==> config.mk <==
export PLATFORM = sky130hd
export DESIGN_NAME = hough_frame_ctrl
export DESIGN_NICKNAME = d
export VERILOG_FILES = /design/src/rtl/hough_frame_ctrl.sv
export SDC_FILE = /design/constraint.sdc
export NUM_CORES = 1
export LEC_CHECK = 0
export CAP_MARGIN = 10
export CORE_MARGIN = 2
export CORE_UTILIZATION = 28
export CTS_BUF_LIST = sky130_fd_sc_hd__clkbuf_8 sky130_fd_sc_hd__clkbuf_16
export CTS_CLUSTER_DIAMETER = 50
export DETAILED_ROUTE_END_ITERATION = 7
export HOLD_SLACK_MARGIN = 0.05
export SLEW_MARGIN = 10
export SYNTH_ARGS = -nofsm -noshare
export SYNTH_HDL_FRONTEND = slang
export SYNTH_SLANG_ARGS = --single-unit
==> constraint.sdc <==
create_clock -name Clk -period 3.7 [get_ports Clk]
set_clock_uncertainty 0.2 [all_clocks]
set_input_delay 0.74 -clock Clk [delete_from_list [all_inputs] [get_ports Clk]]
set_output_delay 0.74 -clock Clk [all_outputs]
set_load 0.005 [all_outputs]
==> src/rtl/hough_frame_ctrl.sv <==
// Frame sequencer for the Hough pipeline: generates FrameIn/LineIn timing and pixel fetches,
// then waits for the pipeline to drain. Optional DRAIN watchdog: HOUGH_CTRL_TIMEOUT_EN.
module hough_frame_ctrl #(
  parameter int unsigned HBLANK  = 4,
  parameter int unsigned VBLANK  = 8,
  parameter int unsigned TIMEOUT = 4096
) (
  input  logic       Clk,
  input  logic       nReset,
  input  logic       Start,
  input  logic       Abort,
  input  logic [7:0] CfgWidth,
  input  logic [7:0] CfgHeight,
  input  logic       FrameRet,
  output logic       FrameIn,
  output logic       LineIn,
  output logic       PixelReq,
  output logic [7:0] PixelX,
  output logic [7:0] PixelY,
  output logic       Busy,
  output logic       Done,
  output logic       CfgErr,
  output logic       TimeoutErr
);

  typedef enum logic [2:0] {StIdle, StLine, StHbl, StDrain, StVbl} state_e;

  localparam logic [7:0] HblLast = 8'(HBLANK - 1);
  localparam logic [7:0] VblLast = 8'(VBLANK - 1);

  state_e     state_q, state_d;
  logic [7:0] w_q, w_d, h_q, h_d;
  logic [7:0] x_q, x_d, y_q, y_d;
  logic [7:0] blk_q, blk_d;
  logic       seen_q, seen_d;
  logic       done_q, done_d;
  logic       cfg_err_q, cfg_err_d;
  logic       tmo_q, tmo_d;

`ifdef HOUGH_CTRL_TIMEOUT_EN
  localparam logic [15:0] TmoLast = 16'(TIMEOUT - 1);
  logic [15:0] tcnt_q, tcnt_d;
`else
  logic unused_timeout;
  assign unused_timeout = ^TIMEOUT;
`endif

  always_comb begin
    state_d   = state_q;
    w_d       = w_q;
    h_d       = h_q;
    x_d       = x_q;
    y_d       = y_q;
    blk_d     = blk_q;
    seen_d    = seen_q;
    done_d    = 1'b0;
    cfg_err_d = 1'b0;
    tmo_d     = 1'b0;
`ifdef HOUGH_CTRL_TIMEOUT_EN
    tcnt_d    = tcnt_q;
`endif

    case (state_q)
      StIdle: begin
        if (Start) begin
          if (CfgWidth != 8'd0 && CfgHeight != 8'd0) begin
            w_d     = CfgWidth;
            h_d     = CfgHeight;
            x_d     = 8'd0;
            y_d     = 8'd0;
            seen_d  = 1'b0;
            state_d = StLine;
          end else begin
            cfg_err_d = 1'b1;
          end
        end
      end
      StLine: begin
        if (FrameRet) seen_d = 1'b1;
        if (x_q == w_q - 8'd1) begin
          x_d   = 8'd0;
          blk_d = 8'd0;
          if (y_q == h_q - 8'd1) begin
            y_d     = 8'd0;
            state_d = StDrain;
`ifdef HOUGH_CTRL_TIMEOUT_EN
            tcnt_d  = 16'd0;
`endif
          end else begin
            state_d = StHbl;
          end
        end else begin
          x_d = x_q + 8'd1;
        end
      end
      StHbl: begin
        if (FrameRet) seen_d = 1'b1;
        if (blk_q == HblLast) begin
          y_d     = y_q + 8'd1;
          x_d     = 8'd0;
          state_d = StLine;
        end else begin
          blk_d = blk_q + 8'd1;
        end
      end
      StDrain: begin
        if (FrameRet) seen_d = 1'b1;
        // Pipeline has drained once FrameRet has been high and is now low again.
        if (!FrameRet && seen_q) begin
          seen_d  = 1'b0;
          blk_d   = 8'd0;
          state_d = StVbl;
        end
`ifdef HOUGH_CTRL_TIMEOUT_EN
        else if (tcnt_q == TmoLast) begin
          seen_d  = 1'b0;
          tmo_d   = 1'b1;
          state_d = StIdle;
        end else begin
          tcnt_d = tcnt_q + 16'd1;
        end
`endif
      end
      StVbl: begin
        if (blk_q == VblLast) begin
          blk_d   = 8'd0;
          done_d  = 1'b1;
          state_d = StIdle;
        end else begin
          blk_d = blk_q + 8'd1;
        end
      end
      default: state_d = StIdle;
    endcase

    // Abort wins over everything, including a Start accepted in the same cycle.
    if (Abort) begin
      state_d   = StIdle;
      w_d       = w_q;
      h_d       = h_q;
      x_d       = 8'd0;
      y_d       = 8'd0;
      blk_d     = 8'd0;
      seen_d    = 1'b0;
      done_d    = 1'b0;
      cfg_err_d = 1'b0;
      tmo_d     = 1'b0;
`ifdef HOUGH_CTRL_TIMEOUT_EN
      tcnt_d    = 16'd0;
`endif
    end
  end

  always_ff @(posedge Clk) begin
    if (!nReset) begin
      state_q   <= StIdle;
      w_q       <= 8'd0;
      h_q       <= 8'd0;
      x_q       <= 8'd0;
      y_q       <= 8'd0;
      blk_q     <= 8'd0;
      seen_q    <= 1'b0;
      done_q    <= 1'b0;
      cfg_err_q <= 1'b0;
      tmo_q     <= 1'b0;
`ifdef HOUGH_CTRL_TIMEOUT_EN
      tcnt_q    <= 16'd0;
`endif
    end else begin
      state_q   <= state_d;
      w_q       <= w_d;
      h_q       <= h_d;
      x_q       <= x_d;
      y_q       <= y_d;
      blk_q     <= blk_d;
      seen_q    <= seen_d;
      done_q    <= done_d;
      cfg_err_q <= cfg_err_d;
      tmo_q     <= tmo_d;
`ifdef HOUGH_CTRL_TIMEOUT_EN
      tcnt_q    <= tcnt_d;
`endif
    end
  end

  always_comb begin
    LineIn     = (state_q == StLine);
    PixelReq   = LineIn;
    FrameIn    = (state_q == StLine) || (state_q == StHbl);
    PixelX     = LineIn ? x_q : 8'd0;
    PixelY     = LineIn ? y_q : 8'd0;
    Busy       = (state_q != StIdle);
    Done       = done_q;
    CfgErr     = cfg_err_q;
`ifdef HOUGH_CTRL_TIMEOUT_EN
    TimeoutErr = tmo_q;
`else
    TimeoutErr = 1'b0;
`endif
  end

endmodule
==> run metrics <==
status finished clean; Max Slew Vio Count 0; Critical Path RT 3.75 ns; P_int 0.7290 mW; vias in the first global route 2394; first-pass GRT wire length 11120 µm; initial antenna violation count 0; Vias 2443; WHS 0.2875 ns; largest net degree at the start of global routing 19; area grow syn2layout 23.18%; final core utilization 35.22%; Hold-fix buffers, CTS 0; share of the yosys chip area belonging to registers 33.26%; Worst Tran Pin Value 0.5354 ns; Hold Fails Final Rpt 0; total die area 10700 µm²; IO Count 44; PD cells 288.9 nW/µm²; CTS tree done; P_sw 0.2565 mW; IO Port Bufs 42; Syn Area/Cell 8.290 µm²; CP Max Fanout 14; nets 398; HPWL Detailed 5052 µm; Initial Utilization 28.59%; sw frac 26.03%; Fmax 322.5 MHz; Die Height 103.4 µm; predominant post-synthesis flop cell dfxtp_1; crit path kind reg -> reg; antenna viol nets, final 0; clk slew on worst S/H paths 0.09 ns; r2r setup slk 0.60 ns; Worst EP arrival 3.15 ns; startpoint type of the worst setup path register; combinational share of power 14.8%; Worst-Skew Late Latency 0.31 ns; Slew headroom 64.07%; period utilization 83.82%; Routed WL 6564 µm; Synthesis Warnings 0; worst vdd ir 176.0 µV; Total Routing Usage GR 13.19%; EDFF count, synth 0; Overflow after GRT 0; synth unique cells 52; post-synthesis cell area 2769 µm²; RSZ-0062 raised after global routing no; Longest Clk Path Bufs 2; Filler Cell Count 1006; Leak 1.283 nW; routed len/inst 12.97 µm; Inserted Diodes 0; share of cells above drive strength 1 6.434%; Site Rows 36; via/cell ratio 4.828; max-cap violations 0; crit end category register; # clock sinks 46; DRC Markers 0; Core ar. 9684 µm²; Root Buffer clkbuf_8; htree depth 2; clock share of power 32.4%; RePlAce Congestion 0.8361; flops & latches, synth 46; Post-Synthesis Cells 334; drt first pass iters 4; crit path time final 3.101 ns; Synth Net Count 360; Resized cells post-CTS 0; initial DRC count 118; Final TNS setup 0 ns; Sequential Power Share 52.8%; worst hold path class reg -> reg; Post-CTS Setup Inserts 0; Die W 103.4 µm; FFs w/ async S/R, synth 0%; setup violators final 0; CTS buffer count 5
cells in the mapped netlist, drive strengths merged, types with 3 or more instances:
cell,n,area [µm²]
and2,17,108.9
or3,8,51.30
nand2,19,71.32
nor2b,19,118.9
nor4,9,71.32
clkbuf,12,45.04
o31ai,3,22.52
mux2i,19,190.2
nand3,15,80.08
ha,5,62.56
buf,5,36.28
nor3,14,70.07
o21ai,12,60.05
inv,13,48.80
nand4,8,65.06
nor2,25,93.84
a211oi,5,37.54
a21oi,21,105.1
or4,4,33.78
xnor2,14,122.6
xor2,17,148.9
dfxtp,46,920.9
power by group through the flow:
stage | clock network [mW] | logic (mW) | registers [mW]
final | 0.319 | 0.146 | 0.520
after global routing | 0.342 | 0.162 | 0.523
after CTS | 0.328 | 0.147 | 0.520
after detailed placement | 0 | 0.147 | 0.532
after global placement | 0 | 0.144 | 0.532
after floorplan | 0 | 0.102 | 0.526
cells in the final DEF (no fill, tap or decap), drive strengths merged, types with 12 or more instances in the layout:
cell type	synthesis	layout
nand3	15	15
mux2i	19	19
dfxtp	46	46
a21oi	21	21
inv	13	14
o21ai	12	12
clkdlybuf4s50	0	42
xnor2	14	14
nor2b	19	19
and2	17	17
xor2	17	17
nand2	19	19
nor3	14	14
nor2	25	25
area by class of cell:
class                   instances  area (µm²)  share of cell area (%)
inverters                      13       48.80                   1.431
repair buffers                 48       465.4                   13.65
flip-flops and latches         46       920.9                   27.00
well taps                     133       166.4                   4.879
multi-input cells             258        1718                   50.37
clock buffers                   6       82.58                   2.421
clock inverters                 2       8.758                  0.2568
path summary, 6_finish.rpt:
kind                               start  endpoint  depth (start not counted)
worst max-delay path              w_q[0]  blk_q[7]                         12
worst min-delay path            blk_q[7]  blk_q[7]                          2
worst max register to register    w_q[0]  blk_q[7]                         12
worst min register to register  blk_q[7]  blk_q[7]                          2
state kept, by name, indices dropped and copies added (netlist names):
signal   count
Done         1
h_q          8
y_q          8
x_q          8
seen_q       1
w_q          8
CfgErr       1
blk_q        8
state_q      3
critical path: stages (launching register included):
cell and delay [ns]:
dfxtp_1 0.47, inv_1 0.07, ha_1 0.31, xnor2_1 0.17
nor2_1 0.11, o22ai_1 0.08, nor4_1 0.30, buf_4 0.18
and2_1 0.21, a211oi_1 0.10, buf_4 0.18, or4_1 0.50
a21oi_1 0.15
cells by family after synthesis:
| kind of cell | after synthesis | share of synthesized area (%) |
|---|---|---|
| adder cells (fa/ha/maj) | 5 | 2.259 |
| AO/OA/AOI/OAI | 57 | 13.56 |
| multiplexers | 19 | 6.868 |
| flip-flops | 46 | 33.26 |
| other | 1 | 0.1354 |
| buffers and inverters | 30 | 4.699 |
| AND/OR/NAND/NOR | 145 | 29.42 |
| XOR/XNOR | 31 | 9.806 |
layer usage:
metal / GRT usage [%] / wire length, µm
met2: 22.83 / 3121
met4: 4.251 / 78
met3: 2.554 / 318
met5: 0 / 0
met1: 16.48 / 3045
through the flow:
step / power (mW) / cell area (µm²) / setup slack [ns] / instances
floorplan: 0.6278 / 2769 / 0.8251 / 334
global placement: 0.6757 / 3319 / 0.5198 / 498
detailed placement: 0.6787 / 3319 / 0.4384 / 498
CTS: 0.9958 / 3411 / 0.5697 / 506
global route: 1.027 / 3411 / 0.3508 / 506
finish: 0.9855 / 3411 / 0.5987 / 506
No activity file was read; power rests on OpenSTA's default activity.
